## src/rtl/mem_stage_rsp_pkg.sv

```systemverilog
// Shared types and bus-width helpers for the variable-latency memory stage.
package mem_stage_rsp_pkg;

  // Load extraction selector carried on the EXE->MS bus.
  typedef enum logic [2:0] {
    LD_LW   = 3'd0,
    LD_LB   = 3'd1,
    LD_LBU  = 3'd2,
    LD_LH   = 3'd3,
    LD_LHU  = 3'd4,
    LD_LWL  = 3'd5,
    LD_LWR  = 3'd6,
    LD_NONE = 3'd7
  } ld_op_e;

  // {ld_op[3], need_rsp, gr_we, dest, alu_result[32], rt_value[32], pc}
  function automatic int es_to_ms_bus_wd(input int reg_aw, input int pc_w);
    return 3 + 1 + 1 + reg_aw + 64 + pc_w;
  endfunction

  // {gr_we, dest, final_result[32], pc}
  function automatic int ms_to_ws_bus_wd(input int reg_aw, input int pc_w);
    return 1 + reg_aw + 32 + pc_w;
  endfunction

endpackage

```

## src/rtl/mem_stage_rsp_align.sv

```systemverilog
// Combinational load data extraction / merge (little-endian byte lanes).
module mem_load_align
  import mem_stage_rsp_pkg::*;
(
  input  logic [2:0]  ld_op,
  input  logic [1:0]  addr,
  input  logic [31:0] rdata,
  input  logic [31:0] rt_value,
  output logic [31:0] result
);

  logic [7:0]  byte_v;
  logic [15:0] half_v;
  logic [31:0] lwl_v;
  logic [31:0] lwr_v;

  // Select the addressed lane, build the unaligned merges, then pick by ld_op.
  always_comb begin
    byte_v = rdata[8*addr +: 8];
    half_v = addr[1] ? rdata[31:16] : rdata[15:0];
    case (addr)
      2'd0: begin
        lwl_v = {rdata[7:0], rt_value[23:0]};
        lwr_v = rdata;
      end
      2'd1: begin
        lwl_v = {rdata[15:0], rt_value[15:0]};
        lwr_v = {rt_value[31:24], rdata[31:8]};
      end
      2'd2: begin
        lwl_v = {rdata[23:0], rt_value[7:0]};
        lwr_v = {rt_value[31:16], rdata[31:16]};
      end
      default: begin
        lwl_v = rdata;
        lwr_v = {rt_value[31:8], rdata[31:24]};
      end
    endcase
    case (ld_op_e'(ld_op))
      LD_LB:   result = {{24{byte_v[7]}}, byte_v};
      LD_LBU:  result = {24'd0, byte_v};
      LD_LH:   result = {{16{half_v[15]}}, half_v};
      LD_LHU:  result = {16'd0, half_v};
      LD_LWL:  result = lwl_v;
      LD_LWR:  result = lwr_v;
      default: result = rdata;
    endcase
  end

endmodule

```

## src/rtl/mem_stage_rsp.sv

```systemverilog
// MEM stage behind a variable-latency data port: holds the instruction until
// its data_ok, buffers a response WB cannot take yet, and drops responses that
// belong to flushed instructions.
//
// Handshake: a transfer happens on a clock edge where valid && ready/allowin are
// both high in the cycle before; valid never depends on the consumer's allowin,
// and the bus is stable while valid is held without a transfer.
module mem_stage_rsp
  import mem_stage_rsp_pkg::*;
#(
  parameter int REG_AW          = 5,
  parameter int PC_W            = 32,
  parameter int DISCARD_W       = 2,
  parameter bit BUF_EN          = 1'b1,
  parameter int ES_TO_MS_BUS_WD = es_to_ms_bus_wd(REG_AW, PC_W),
  parameter int MS_TO_WS_BUS_WD = ms_to_ws_bus_wd(REG_AW, PC_W)
) (
  input  logic                       clk,
  input  logic                       resetn,
  input  logic                       ws_allowin,
  output logic                       ms_allowin,
  input  logic                       es_to_ms_valid,
  input  logic [ES_TO_MS_BUS_WD-1:0] es_to_ms_bus,
  output logic                       ms_to_ws_valid,
  output logic [MS_TO_WS_BUS_WD-1:0] ms_to_ws_bus,
  input  logic                       data_sram_data_ok,
  input  logic [31:0]                data_sram_rdata,
  input  logic                       ms_flush,
  output logic                       ms_fwd_valid,
  output logic                       ms_fwd_ready,
  output logic [REG_AW-1:0]          ms_dest,
  output logic [31:0]                ms_result
);

  localparam logic [DISCARD_W-1:0] DISC_MAX = '1;

  logic                       ms_valid_q, ms_valid_d;
  logic                       rsp_got_q, rsp_got_d;
  logic                       buf_valid_q, buf_valid_d;
  logic [31:0]                buf_data_q, buf_data_d;
  logic [DISCARD_W-1:0]       discard_cnt_q, discard_cnt_d;
  logic [ES_TO_MS_BUS_WD-1:0] bus_q, bus_d;

  logic [2:0]        ld_op;
  logic              need_rsp;
  logic              gr_we;
  logic [REG_AW-1:0] dest;
  logic [31:0]       alu_result;
  logic [31:0]       rt_value;
  logic [PC_W-1:0]   pc;

  logic        data_ok_owned;
  logic        ms_ready_go;
  logic        disc_inc;
  logic        disc_dec;
  logic [31:0] mem_data;
  logic [31:0] align_result;
  logic [31:0] final_result;

  assign {ld_op, need_rsp, gr_we, dest, alu_result, rt_value, pc} = bus_q;

  // A response is ours only once every cancelled request has been drained.
  assign data_ok_owned  = data_sram_data_ok && (discard_cnt_q == '0);
  assign disc_dec       = data_sram_data_ok && (discard_cnt_q != '0);
  assign disc_inc       = ms_flush && ms_valid_q && need_rsp && !rsp_got_q && !data_ok_owned;
  assign ms_ready_go    = !need_rsp || rsp_got_q || data_ok_owned;
  assign ms_allowin     = !ms_valid_q || (ms_ready_go && ws_allowin);
  assign ms_to_ws_valid = ms_valid_q && ms_ready_go && !ms_flush;

  assign mem_data     = buf_valid_q ? buf_data_q : data_sram_rdata;
  assign final_result = (ld_op == LD_NONE) ? alu_result : align_result;
  assign ms_to_ws_bus = {gr_we, dest, final_result, pc};
  assign ms_fwd_valid = ms_valid_q && gr_we;
  assign ms_fwd_ready = (ld_op == LD_NONE) || rsp_got_q || data_ok_owned;
  assign ms_dest      = dest;
  assign ms_result    = final_result;

  mem_load_align u_align (
    .ld_op    (ld_op),
    .addr     (alu_result[1:0]),
    .rdata    (mem_data),
    .rt_value (rt_value),
    .result   (align_result)
  );

  // Next-state: accept/handoff, response capture, flush and drop counting.
  always_comb begin
    ms_valid_d    = ms_valid_q;
    rsp_got_d     = rsp_got_q;
    buf_valid_d   = buf_valid_q;
    buf_data_d    = buf_data_q;
    discard_cnt_d = discard_cnt_q + DISCARD_W'(disc_inc) - DISCARD_W'(disc_dec);
    bus_d         = bus_q;
    if (ms_allowin) begin
      ms_valid_d  = es_to_ms_valid;
      rsp_got_d   = 1'b0;
      buf_valid_d = 1'b0;
      if (es_to_ms_valid) begin
        bus_d = es_to_ms_bus;
      end
    end else if (BUF_EN && ms_valid_q && need_rsp && !rsp_got_q && data_ok_owned) begin
      // WB is stalled: hold the read data so the port never has to repeat it.
      rsp_got_d   = 1'b1;
      buf_valid_d = 1'b1;
      buf_data_d  = data_sram_rdata;
    end
    if (ms_flush) begin
      ms_valid_d  = 1'b0;
      rsp_got_d   = 1'b0;
      buf_valid_d = 1'b0;
    end
  end

  // Control state with async reset.
  always_ff @(posedge clk or negedge resetn) begin
    if (!resetn) begin
      ms_valid_q    <= 1'b0;
      rsp_got_q     <= 1'b0;
      buf_valid_q   <= 1'b0;
      discard_cnt_q <= '0;
    end else begin
      ms_valid_q    <= ms_valid_d;
      rsp_got_q     <= rsp_got_d;
      buf_valid_q   <= buf_valid_d;
      discard_cnt_q <= discard_cnt_d;
    end
  end

  // Datapath registers, deliberately without reset.
  always_ff @(posedge clk) begin
    bus_q      <= bus_d;
    buf_data_q <= buf_data_d;
  end

  // More outstanding cancelled responses than the counter can track.
  a_discard_no_overflow: assert property (
    @(posedge clk) disable iff (!resetn)
    !(disc_inc && !disc_dec && (discard_cnt_q == DISC_MAX))
  );

endmodule

```

## config.mk

```make
export PLATFORM = sky130hd
export DESIGN_NAME = mem_stage_rsp
export DESIGN_NICKNAME = d
export VERILOG_FILES = /design/src/rtl/mem_stage_rsp_pkg.sv /design/src/rtl/mem_stage_rsp_align.sv /design/src/rtl/mem_stage_rsp.sv
export SDC_FILE = /design/constraint.sdc
export NUM_CORES = 1
export LEC_CHECK = 0
export ABC_CLOCK_PERIOD_IN_PS = 18800
export BUFFER_PORTS_ARGS = -buffer_cell sky130_fd_sc_hd__clkbuf_2
export CORE_MARGIN = 2
export CORE_UTILIZATION = 56
export CTS_BUF_LIST = sky130_fd_sc_hd__clkbuf_8 sky130_fd_sc_hd__clkbuf_16
export CTS_CLUSTER_SIZE = 30
export DETAILED_ROUTE_END_ITERATION = 10
export PLACE_DENSITY_LB_ADDON = 0.12
export SYNTH_ARGS = -nofsm -noshare
export SYNTH_HDL_FRONTEND = slang
export SYNTH_SLANG_ARGS = --single-unit
```

## constraint.sdc

```tcl
create_clock -name clk -period 18.8 [get_ports clk]
set_clock_uncertainty 0.2 [all_clocks]
set_input_delay 0.94 -clock clk [delete_from_list [all_inputs] [get_ports clk]]
set_output_delay 0.94 -clock clk [all_outputs]
set_load 0.005 [all_outputs]
```

[Word level (Yosys, flattened, before mapping)]
Cells that the tools add are included.
Widths: inputs -> output; s select.
Storage, ports and cells
  bits in registers: 142
  input port bits: 144
Operators by class
  add/sub/neg operators: 2
  equal/unequal tests: 9
  shift operators: 1
  multiplexer cells: 11
  bitwise logic cells: 1
  reduce and logical (&&, ||, !) cells: 30
Operators with widths (number)
  $pmux 32 s3: 2
  $pmux 32 s6: 1
  $mux 32: 2
  $shiftx 32x6->8: 1
  $mux 16: 1
  $logic_and 1x1->1: 13
  $eq 3x3->1 const B: 4
  $eq 3x2->1 const B: 2
  $logic_not 1->1: 5
  $logic_or 1x1->1: 5
  $mux 1: 5
  $logic_not 2->1: 2
  $reduce_and 2->1: 2
  $reduce_bool 2->1: 2
  $eq 3x1->1 const B: 1
  $reduce_bool 3->1: 1
  $add 2x1->2: 1
  $eq 2x1->1 const B: 1
  $eq 2x2->1 const B: 1
  $sub 2x1->2: 1
  $not 1->1: 1

[Depth between registers and ports, before layout]
  word-level depth: 7
  gate-level depth with buffers: 12
  depth with buffers taken out: 8

[Cells and area by module]
A second synthesis with hierarchy kept.
Unflattened totals
  cells, all modules: 628
  area, all modules: 7880.1 µm²
By module, submodules not included
  mem_stage_rsp: instances 1, cells each 314, area each 5768.0 µm², sequential area each 4244.1 µm²
  mem_load_align: instances 1, cells each 314, area each 2112.0 µm², sequential area each 0.0 µm²

[Least setup slack after synthesis]
No wires, ideal clock.
  path kind: input to register
  start point: input data_sram_data_ok
  end point: register bus_q[0], enable pin
  arrival time: 6.628 ns
  data required time: 17.994 ns
  path slack: 11.366 ns
  stages: 3
  buffers on the path: 0
  cell sequence: nor3b_1 -> o21ai_0 -> a21oi_1
On the way
  cells in the longest elaborated chain, start to end: 5
Ends and longest elaborated chain
  start: declaration: RTL line mem_stage_rsp.sv:26  | input logic data_sram_data_ok,
  $logic_and 1x1->1: RTL line mem_stage_rsp.sv:63  | assign data_ok_owned = data_sram_data_ok && (discard_cnt_q == '0);
  $logic_or 1x1->1: RTL line mem_stage_rsp.sv:66  | assign ms_ready_go = !need_rsp || rsp_got_q || data_ok_owned;
  $logic_and 1x1->1: RTL line mem_stage_rsp.sv:67  | assign ms_allowin = !ms_valid_q || (ms_ready_go && ws_allowin);
  $logic_or 1x1->1: RTL line mem_stage_rsp.sv:67
  $reduce_and 2->1 (no line)
  end signal: assignment: RTL line mem_stage_rsp.sv:131  | bus_q <= bus_d;
  end: declaration: RTL line mem_stage_rsp.sv:42  | logic [ES_TO_MS_BUS_WD-1:0] bus_q, bus_d;
No other way between the ends.
A chain may end at the register's enable or synchronous reset.

[Worst setup path in the final report]
  start point: register bus_q[65]
  end point: output ms_result[24]
On the way
  cells in the longest elaborated chain, start to end: 4
  elaborated cells between the ends (all ways): 9
  classes of those cells: 2 x eq/ne; 1 x shift; 5 x mux; 1 x reduce/logical
Ends and longest elaborated chain
  parallel branches: the longest is 2 deep, another holds $shiftx 32x6->8
  $pmux 32 s6 *: RTL line mem_stage_rsp_align.sv:39  | case (ld_op_e'(ld_op))
  $mux 32 *: RTL line mem_stage_rsp.sv:71  | assign final_result = (ld_op == LD_NONE) ? alu_result : align_result;
  end: declaration: RTL line mem_stage_rsp.sv:32  | output logic [31:0] ms_result
Every way passes the cells marked *.

==> out/results.ini <==
[synth]
synthArstFlopShare_pct = 2.82
yosysUniqueCellTypes = 49
avgSynthCellArea_sq_um = 12.6
syn_inst = 644
syn-num-nets = 790
synth_edf_count = 138
syn_area_sq_um = 8100
yosys_most_used_dff = edfxtp_1
ys_seq_area_share_pct = 52.4
synth_seq_cells = 142
synth_warnings = 0

[placement]
gp_congestion = 0.882
io_buffer_count = 254
dp_hpwl_mm = 15.9

[routing]
ant_nets = 0
dr_total_vias = 6172
vias_per_cell = 6.16
drc = 0
drt_iter0_markers = 850
first_pass_iters = 5
wl_mm = 22.1
wl_per_cell_um = 22.1

[clock_network]
clock_latency_ps = 430
cts_tree = built
cts_buffers = 17
post_cts_buffers = 0
clock_sinks = 142
cts_buffer_depth = 2
path_clk_slew_ps = 60
cts_root_buf = clkbuf_16
cts_max_level = 4
post_cts_resized = 0
holdBufCountCts = 0

[timing]
rsz0062_at_grt = no
hold_viol = 0
tightest_slew_ps = 1190
setup_viol = 0
relSlewSlack_pct = 18.5
holdWs_ps = 99.9
setup_tns_ps = 0
slew_violations = 0
finalCritPeriodShare_pct = 27.0
fmax_ghz = 0.197
period_minus_slack_ps = 5070

[global_routing]
grt_pass1_wl_mm = 34.2
grt_max_degree = 91
grt_usage_pct = 28.7
antenna_found_initial = 0
first_global_vias = 6295
overflow = 0

[finish]
drive_gt1_share_pct = 44.8
area_growth_syn_to_layout_pct = 16.8
final_util_pct = 67.6
fin_nets = 956
n_antenna_cell = 0

[worst_setup_path]
critPathArrivalTime_ps = 3930
crit_start = bus_q[65]$_DFFE_PP_
path_max_fanout = 80
crit_required_ps = 17660
critPathCaptureType = output port
path_class = flip-flop to output port
r2r_end = bus_q[50]$_DFFE_PP_
r2r_start = buf_valid_q$_DFFE_PN0P_
reg2reg_depth = 5
cp-start-kind = flip-flop
rrSetupSlack_ps = 14930

[power]
p_leak_nw = 3.71
ir_worst_vdd_uv = 113
p_total_uw = 865
p_per_area_nw_per_um2 = 91.4

[floorplanning]
fp.dieH_um = 124
coreArea_sq_um = 14000
start_util_pct = 57.9
die_w_um = 124
pin_count = 255
rows = 43
die-area_sq_um = 15400

[worst_hold_path]
min_path_type = primary input to async pin

[outcome]
status = complete, no violations

[flow_run]
cap_violations = 0

[cells by family after synthesis]
logic type	synth area share (%)
flops	52.4
buf+inv	10.2
mux	17.8
simple gates	7.03
compound gates	12.1
fa+ha+maj	0.309
xor+xnor	0.216
[cell usage after synthesis, types with 2 or more instances]
| cell type | count | area share (%) |
|---|---|---|
| or2_1 | 2 | 0.15 |
| nor2_1 | 39 | 1.8 |
| nand3_1 | 11 | 0.68 |
| o211a_1 | 6 | 0.74 |
| o22ai_1 | 14 | 1.1 |
| dfrtp_1 | 4 | 1.2 |
| buf_2 | 15 | 0.93 |
| nand3b_1 | 2 | 0.19 |
| ha_1 | 2 | 0.31 |
| xnor2_1 | 2 | 0.22 |
| edfxtp_1 | 138 | 51 |
| buf_6 | 5 | 0.69 |
| a21oi_1 | 37 | 2.3 |
| mux2i_1 | 37 | 4.6 |
| and3_1 | 2 | 0.15 |
| nor3b_1 | 3 | 0.28 |
| a221oi_1 | 20 | 2.2 |
| inv_1 | 11 | 0.51 |
| a31oi_1 | 8 | 0.62 |
| clkbuf_1 | 17 | 0.79 |
| a211oi_1 | 8 | 0.74 |
| nor3_1 | 8 | 0.49 |
| or3_1 | 3 | 0.23 |
| o211ai_1 | 4 | 0.37 |
| nand2_1 | 34 | 1.6 |
| mux2_2 | 35 | 4.9 |
| o21ai_0 | 31 | 1.9 |
| a221oi_2 | 3 | 0.56 |
| o221a_2 | 3 | 0.42 |
| nand2b_1 | 8 | 0.62 |
| nor2b_1 | 6 | 0.46 |
| buf_4 | 78 | 7.2 |
| and2_1 | 2 | 0.15 |
| mux4_2 | 30 | 8.3 |
| a21boi_0 | 2 | 0.19 |
[critical path, stage by stage, from the launching register on]
cell and delay (ps):
edfxtp_1 380, buf_4 760, mux4_2 390, nor2_1 50, a211o_1 320, or2_1 480, a221oi_1 830, clkbuf_2 250
[layout by cell type, fill, tap and decap left out, drive strengths merged, types with 8 or more instances in the layout]
| cell type | netlist | routed |
|---|---|---|
| buf | 99 | 9 |
| nand3 | 11 | 11 |
| a211oi | 8 | 8 |
| mux4 | 30 | 30 |
| mux2i | 37 | 37 |
| a221oi | 23 | 23 |
| nor2 | 39 | 39 |
| edfxtp | 138 | 138 |
| o21ai | 32 | 32 |
| a31oi | 8 | 8 |
| a21oi | 37 | 37 |
| nor3 | 8 | 8 |
| mux2 | 35 | 35 |
| nand2 | 34 | 34 |
| nand2b | 8 | 8 |
| o22ai | 14 | 14 |
| clkbuf | 17 | 271 |
| inv | 11 | 19 |
[area by class of cell]
cell class	instances	area, sq um
Sequential cell	142	4250
Fill cell	1088	4530
Clock inverter	14	133
Multi-Input combinational cell	375	3050
Clock buffer	17	425
Tap cell	180	225
Timing Repair Buffer	263	1340
Inverter	11	41.3
[power breakdown]
part	leakage, nW	switching, mW	internal, mW	total (mW)
Sequential	1.36	0.0109	0.372	0.383
Clock	0.275	0.139	0.183	0.322
Combinational	2.08	0.0884	0.0709	0.159
Total	3.71	0.238	0.627	0.865
[flip-flops by register name, indices dropped and copies added (netlist names)]
signal,count
buf_data_q,32
buf_valid_q,1
bus_q,106
discard_cnt_q,2
ms_valid_q,1
[routing by layer]
metal	up-vias	GRT usage, %	wire [um]
li1	2750	-	-
met1	3015	38.9	8980
met2	371	44.0	10400
met3	36	9.45	2350
met4	0	9.65	442
met5	-	0	0
[how the worst max path moves through the flow]
stage / endpoint / slack (ps) / cells past startpoint
6_report: ms_result[24] / 13730 / 7
5_1_grt: ms_result[24] / 13560 / 7
4_1_cts: ms_result[24] / 13700 / 7
3_5_place_dp: ms_result[24] / 14180 / 7
3_3_place_gp: ms_to_ws_bus[56] / 14230 / 7
2_1_floorplan: bus_q[0]$_DFFE_PP_ / 11370 / 3
[per-stage QoR]
stage | std cells | instance area [sq um] | setup slack (ps)
3_5_place_dp | 971 | 8900 | 14180
3_3_place_gp | 971 | 8900 | 14230
2_1_floorplan | 644 | 8100 | 11370
5_1_grt | 1002 | 9460 | 13560
6_report | 1002 | 9460 | 13730
4_1_cts | 1002 | 9460 | 13700
Power figures use the tool's default switching activity.
